--- src/rtl/alu_sequencer_pkg.sv ---
// Shared definitions for the ALU execute sequencer: opcodes, branch
// conditions, FSM state encoding and the immediate sign-extension helper.
package seq_defs;

    // Instruction opcode field ir[7:6]
    localparam logic [1:0] OP_ADD = 2'b00;
    localparam logic [1:0] OP_SUB = 2'b01;
    localparam logic [1:0] OP_LDI = 2'b10;
    localparam logic [1:0] OP_BR  = 2'b11;

    // Branch condition field ir[5:4]
    localparam logic [1:0] C_Z  = 2'b00;
    localparam logic [1:0] C_S  = 2'b01;
    localparam logic [1:0] C_V  = 2'b10;
    localparam logic [1:0] C_AL = 2'b11;

    typedef enum logic [1:0] {
        IDLE  = 2'd0,
        FETCH = 2'd1,
        EXEC  = 2'd2,
        HALT  = 2'd3
    } state_t;

    // Sign-extend a 4-bit immediate to a full data byte
    function automatic logic [7:0] sext4to8(input logic [3:0] v);
        return {{4{v[3]}}, v};
    endfunction

endpackage

--- src/rtl/regfile4x8.sv ---
// Four 8-bit registers: two combinational operand read ports, one debug
// read port, one synchronous write port and an asynchronous clear.
module regfile4x8 (
    input  logic       clk,
    input  logic       rst_n,
    input  logic       we,
    input  logic [1:0] waddr,
    input  logic [7:0] wdata,
    input  logic [1:0] raddr_a,
    input  logic [1:0] raddr_b,
    output logic [7:0] rdata_a,
    output logic [7:0] rdata_b,
    input  logic [1:0] dbg_sel,
    output logic [7:0] dbg_data
);

    logic [7:0] mem_r [0:3];

    // Register storage: cleared on reset, single write per cycle
    always_ff @(posedge clk or negedge rst_n) begin
        if (!rst_n) begin
            for (int i = 0; i < 4; i++) begin
                mem_r[i] <= 8'h00;
            end
        end else if (we) begin
            mem_r[waddr] <= wdata;
        end
    end

    // Reads see the pre-write value, so rd == rs uses the old operand
    assign rdata_a  = mem_r[raddr_a];
    assign rdata_b  = mem_r[raddr_b];
    assign dbg_data = mem_r[dbg_sel];

endmodule

--- src/rtl/alu_sequencer.sv ---
// Multi-cycle execute controller for an external 8-bit add/sub ALU.
// Fetches over a req/ack handshake, executes each instruction in one cycle,
// latches ALU flags and resolves flag-conditional relative branches.
module alu_sequencer
    import seq_defs::*;
#(
    parameter int              PC_W     = 8,
    parameter logic [PC_W-1:0] RESET_PC = {PC_W{1'b0}}
) (
    input  logic            clk,
    input  logic            rst_n,
    input  logic            start,
    output logic [PC_W-1:0] imem_addr,
    output logic            imem_req,
    input  logic            imem_ack,
    input  logic [7:0]      imem_data,
    output logic [7:0]      alu_first,
    output logic [7:0]      alu_second,
    output logic            alu_addSubN,
    input  logic [7:0]      alu_result,
    input  logic            alu_z,
    input  logic            alu_s,
    input  logic            alu_v,
    output logic [2:0]      flags,
    output logic            busy,
    output logic            halted,
    input  logic [1:0]      dbg_sel,
    output logic [7:0]      dbg_data
);

    state_t          state_r;
    logic [PC_W-1:0] pc_r;
    logic [PC_W-1:0] ipc_r;
    logic [7:0]      ir_r;
    logic [2:0]      flags_r;
    logic            imem_req_r;
    logic            busy_r;
    logic            halted_r;

    logic [1:0]      op_s;
    logic [1:0]      rd_s;
    logic [1:0]      rs_s;
    logic [1:0]      cond_s;
    logic [PC_W-1:0] br_target_s;
    logic            taken_s;
    logic            halt_s;
    logic            rf_we_s;
    logic [7:0]      rf_wdata_s;

    assign op_s   = ir_r[7:6];
    assign rd_s   = ir_r[5:4];
    assign rs_s   = ir_r[3:2];
    assign cond_s = ir_r[5:4];

    // Branch target is relative to the branch's own address, not pc+1
    assign br_target_s = ipc_r + {{(PC_W-4){ir_r[3]}}, ir_r[3:0]};
    // Unconditional branch to itself is the halt idiom
    assign halt_s      = (op_s == OP_BR) && (cond_s == C_AL) && (ir_r[3:0] == 4'h0);

    // Branch condition select against the latched flags {z,s,v}
    always_comb begin
        taken_s = 1'b0;
        case (cond_s)
            C_Z:     taken_s = flags_r[2];
            C_S:     taken_s = flags_r[1];
            C_V:     taken_s = flags_r[0];
            C_AL:    taken_s = 1'b1;
            default: taken_s = 1'b0;
        endcase
    end

    // Write-back port: only ADD/SUB/LDI in EXEC write the register file
    always_comb begin
        rf_we_s    = 1'b0;
        rf_wdata_s = 8'h00;
        if (state_r == EXEC) begin
            case (op_s)
                OP_ADD, OP_SUB: begin
                    rf_we_s    = 1'b1;
                    rf_wdata_s = alu_result;
                end
                OP_LDI: begin
                    rf_we_s    = 1'b1;
                    rf_wdata_s = sext4to8(ir_r[3:0]);
                end
                default: begin
                    rf_we_s    = 1'b0;
                    rf_wdata_s = 8'h00;
                end
            endcase
        end else begin
            rf_we_s    = 1'b0;
            rf_wdata_s = 8'h00;
        end
    end

    regfile4x8 u_rf (
        .clk      (clk),
        .rst_n    (rst_n),
        .we       (rf_we_s),
        .waddr    (rd_s),
        .wdata    (rf_wdata_s),
        .raddr_a  (rd_s),
        .raddr_b  (rs_s),
        .rdata_a  (alu_first),
        .rdata_b  (alu_second),
        .dbg_sel  (dbg_sel),
        .dbg_data (dbg_data)
    );

    // Sequencer FSM with pc/ir/flags and registered status outputs
    always_ff @(posedge clk or negedge rst_n) begin
        if (!rst_n) begin
            state_r    <= IDLE;
            pc_r       <= RESET_PC;
            ipc_r      <= RESET_PC;
            ir_r       <= 8'h00;
            flags_r    <= 3'b000;
            imem_req_r <= 1'b0;
            busy_r     <= 1'b0;
            halted_r   <= 1'b0;
        end else begin
            case (state_r)
                IDLE: begin
                    if (start) begin
                        state_r    <= FETCH;
                        imem_req_r <= 1'b1;
                        busy_r     <= 1'b1;
                    end
                end
                FETCH: begin
                    if (imem_ack) begin
                        ir_r       <= imem_data;
                        ipc_r      <= pc_r;
                        pc_r       <= pc_r + {{(PC_W-1){1'b0}}, 1'b1};
                        state_r    <= EXEC;
                        imem_req_r <= 1'b0;
                    end
                end
                EXEC: begin
                    case (op_s)
                        OP_ADD, OP_SUB: flags_r <= {alu_z, alu_s, alu_v};
                        OP_BR: begin
                            if (taken_s) begin
                                pc_r <= br_target_s;
                            end
                        end
                        default: flags_r <= flags_r;
                    endcase
                    if (halt_s) begin
                        state_r    <= HALT;
                        imem_req_r <= 1'b0;
                        busy_r     <= 1'b0;
                        halted_r   <= 1'b1;
                    end else begin
                        state_r    <= FETCH;
                        imem_req_r <= 1'b1;
                        busy_r     <= 1'b1;
                    end
                end
                HALT: begin
                    if (start) begin
                        pc_r       <= RESET_PC;
                        state_r    <= FETCH;
                        imem_req_r <= 1'b1;
                        busy_r     <= 1'b1;
                        halted_r   <= 1'b0;
                    end
                end
                default: begin
                    state_r    <= IDLE;
                    imem_req_r <= 1'b0;
                    busy_r     <= 1'b0;
                    halted_r   <= 1'b0;
                end
            endcase
        end
    end

    assign imem_addr   = pc_r;
    assign imem_req    = imem_req_r;
    assign alu_addSubN = ~ir_r[6];
    assign flags       = flags_r;
    assign busy        = busy_r;
    assign halted      = halted_r;

endmodule
--- config.mk ---
export PLATFORM = sky130hd
export DESIGN_NAME = alu_sequencer
export DESIGN_NICKNAME = d
export VERILOG_FILES = /design/src/rtl/alu_sequencer_pkg.sv /design/src/rtl/regfile4x8.sv /design/src/rtl/alu_sequencer.sv
export SDC_FILE = /design/constraint.sdc
export NUM_CORES = 1
export LEC_CHECK = 0
export ABC_CLOCK_PERIOD_IN_PS = 2150
export CAP_MARGIN = 20
export CORE_ASPECT_RATIO = 0.75
export CORE_MARGIN = 1
export CORE_UTILIZATION = 25
export DETAILED_ROUTE_END_ITERATION = 6
export GPL_TIMING_DRIVEN = 0
export SETUP_SLACK_MARGIN = 0.1
export SLEW_MARGIN = 20
export SYNTH_ARGS = -nofsm -noshare
export SYNTH_HDL_FRONTEND = slang
export SYNTH_SLANG_ARGS = --single-unit
export TNS_END_PERCENT = 1
--- constraint.sdc ---
create_clock -name clk -period 2.15 [get_ports clk]
set_input_delay 0.5375 -clock clk [delete_from_list [all_inputs] [get_ports clk]]
set_output_delay 0.5375 -clock clk [all_outputs]
set_load 0.005 [all_outputs]
==> impl_metrics.csv <==
group,metric,value,unit
sta,tns,-0.1083,ns
power,netSwitchingFraction,37.73,%
global_route,grtUsageMet3,2.459,%
yosys,syn_area,3789,µm²
yosys,syn_nets,347,
power,p_int,4923,µW
yosys,ys_types,45,
layout,num_antenna_cells,0,
sta,report.final.slew_viol_count,0,
sta,tightest_slew,0.6555,ns
detailed_routing,wl_per_cell,17.11,µm
detailed_routing,drt_first_pass_iters,4,
worst_hold_path,hold_path_class,"primary input to async pin",
power,p_switching,2983,µW
floorplanning,rows,38,
yosys,ys_warn_count,0,
layout,fin_nets,434,
yosys,yosys.area.top_type,"dfrtp_1",
worst_setup_path,end_kind,"primary output",
placement,port_buffers,61,
global_route,busiest_layer,"met2",
floorplanning,start_util,25.87,%
sta,hold_ws,0.03131,ns
global_route,grt_pass1_wl,16.06,mm
sta,rsz0062_at_grt,"yes",
detailed_routing,drtAntennaViolNets,0,
sta,setup_ws,-0.03378,ns
worst_setup_path,required,1.61,ns
status,failed_checks,"negative setup slack",
sta,relSlewSlack,55.83,%
floorplanning,io_pins,64,
yosys,synth.top_cell.area_share,42.27,%
global_route,first_global_vias,2865,
clock_tree,numCtsBuffers,9,
power,clockPowerShare,17.4,%
sta,period_share,101.6,%
clock_tree,cts.reportedPaths.clkPinSlew,0.06,ns
placement,placed_cells,571,
sta,max_freq,457.9,MHz
sta,setup_viol,5,
detailed_routing,via_count,2898,
sta,hold_violations,0,
detailed_routing,drtIter0Drc,115,
power,power_frac_seq,29.0,%
detailed_routing,drc,0,
power,power,7906,µW
sta,clock_skew,0.008524,ns
clock_tree,root_buffer,"clkbuf_16",
yosys,synth-async-reset-ratio,100.0,%
worst_setup_path,cp-start-kind,"flop",
sta,min_period,2.184,ns
global_route,use_met2,21.12,%
placement,dp_hpwl,7.246,mm
yosys,syn_avg_cell_area,12.26,µm²
yosys,synth-edff-count,0,
placement,place_congestion,0.8070,
global_route,grt_usage,13.78,%
yosys,syn_inst,309,
detailed_routing,routed_via_density,4.822,
detailed_routing,finalWirelength,10.28,mm
yosys,ys_seq_elements,64,
global_route,met1_usage,19.64,%
layout,areaGrowthSynthToFinish,35.96,%
global_route,antenna_found_initial,0,
floorplanning,core_area,14640,µm²
run,drv_cap,0,
worst_setup_path,critPathKind,"flop to primary output",
yosys,ys_top_cells_by_area,"dfrtp_1 (42%), mux2_2 (15%), mux4_2 (14%), ha_1 (4.0%), o21ai_0 (2.1%)",
floorplanning,die_h,108.6,µm
layout,layout-drive-gt1-share,36.41,%
clock_tree,htree_levels,3,
power,ir_drop,0.4854,mV
global_route,grt_max_degree,58,
yosys,synth_top_flop_cell,"dfrtp_1",
clock_tree,clock_latency,0.33,ns
clock_tree,clockBufferDepth,2,
clock_tree,cts_tree,"done",
yosys,seq_area_frac_synth,42.27,%
power,power_per_cell_area,1535,nW/µm²
worst_setup_path,critPathMaxFanout,8,
layout,stdcell_count,601,
clock_tree,cts_sinks,64,
worst_setup_path,arrival,1.65,ns
floorplanning,die_w,144.1,µm
global_route,grt.overflow.total,0,
floorplanning,die_area,15660,µm²
power,combPwrFrac,53.6,%
status,outcome,"finished with violations",
power,leakage,0.002250,µW
## per-layer routing
layer	routed length, µm	up-vias
met2	4706	66
met1	5021	1467
met5	0	-
li1	-	1355
met3	412	10
met4	142	0
## sequential cells by signal, summed over array words and instances (netlist names)
name / count
u_rf.mem_r: 32
ipc_r: 8
imem_req: 1
busy: 1
flags: 3
state_r: 2
imem_addr: 8
ir_r: 8
halted: 1
## through the flow
step                setup WS [ns]  cell area, µm²  utilization, %
finish                   -0.03378            5151           35.18
global route             -0.07952            5151           35.18
CTS                      -0.06692            5110           34.89
detailed placement        -0.5821            4676           31.93
floorplan                  0.1159            3790               -
global placement           -1.647            4651           31.76
## path summary, 6_finish.rpt
kind,from,endpoint,slack [ns],cells after the start
setup / recovery,ir_r[2]$_DFFE_PN0P_,alu_second[2],-0.03,4
hold / removal,rst_n,flags[2]$_DFFE_PN0P_,0.03,1
setup reg to reg,state_r[0]$_DFFE_PN0P_,imem_addr[5]$_DFFE_PN0P_,0.05,7
hold reg to reg,ipc_r[4]$_DFFE_PN0P_,ipc_r[4]$_DFFE_PN0P_,0.49,2
max in group asynchronous,rst_n,ir_r[3]$_DFFE_PN0P_,1.60,2
min in group clk,ipc_r[4]$_DFFE_PN0P_,ipc_r[4]$_DFFE_PN0P_,0.49,2
## power by group through the flow
| stage | Clock (µW) | Combinational (µW) | Sequential, µW |
|---|---|---|---|
| 2_1_floorplan | 0 | 2490 | 2140 |
| 3_3_place_gp | 0 | 3790 | 2260 |
| 3_5_place_dp | 0 | 3850 | 2310 |
| 4_1_cts | 1400 | 4110 | 2290 |
| 5_1_grt | 1460 | 4620 | 2390 |
| 6_report | 1370 | 4240 | 2290 |
## cell usage after synthesis (all sizes together), types with 2 or more instances
| cell type | instances |
|---|---|
| a21oi | 13 |
| buf | 6 |
| a31oi | 3 |
| dfrtp | 64 |
| xor2 | 3 |
| ha | 12 |
| or4b | 2 |
| nor3b | 2 |
| a21boi | 6 |
| nor2 | 14 |
| nand2 | 16 |
| nand3 | 9 |
| mux2i | 3 |
| nor2b | 11 |
| nand2b | 7 |
| mux4 | 24 |
| mux2 | 50 |
| o21ai | 18 |
| and3 | 4 |
| a211oi | 4 |
| clkbuf | 8 |
| nor3 | 2 |
| a21o | 2 |
| o211ai | 2 |
| inv | 8 |
## worst max-delay path, stage by stage (launching register included)
cell	delay (ns)
dfrtp_1	0.39
clkbuf_16	0.17
buf_4	0.12
mux4_2	0.50
buf_6	0.14
## area by class of cell
type / instances / area, µm²
Tap cell: 200 / 250.2
Multi-Input combinational cell: 223 / 2141
Clock inverter: 6 / 43.79
Fill cell: 1456 / 9493
Buffer: 14 / 138.9
Timing Repair Buffer: 76 / 705.7
Inverter: 8 / 30.03
Clock buffer: 10 / 239.0
Sequential cell: 64 / 1603
## cell families (layout without fill, tap and decap cells)
family	after synthesis	count (layout)	synth area share [%]
flops	64	64	42.27
fa+ha+maj	13	13	4.491
xor+xnor	3	3	0.6937
compound gates	57	57	9.908
buf+inv	22	114	2.378
simple gates	73	73	10.34
mux	77	77	29.92
## cell usage in the layout, fill, tap and decap left out, drive strengths merged, types with 2 or more instances in the layout
cell	n
nand2	16
nor3	2
mux4	24
nand2b	7
o21ai	18
dfrtp	64
inv	9
nand3	9
nor3b	2
buf	33
mux2i	3
clkinv	4
a21o	2
nor2b	11
a211oi	4
a21boi	6
a21oi	13
xor2	3
a31oi	3
or4b	2
mux2	50
ha	12
clkbuf	23
dlygate4sd2	3
clkdlybuf4s50	36
o211ai	2
clkdlybuf4s15	5
and3	4
nor2	14
## what timing repair did
| item | CTS | global route |
|---|---|---|
| setup buffers | 11 | 2 |
| setup endpoints to repair | 65 | 54 |
| pin swaps | 4 | 2 |
| hold buffers | 0 | 0 |
| gates cloned | 1 | 0 |
| resized for setup | 91 | 26 |
No activity file was read; power rests on OpenSTA's default activity.
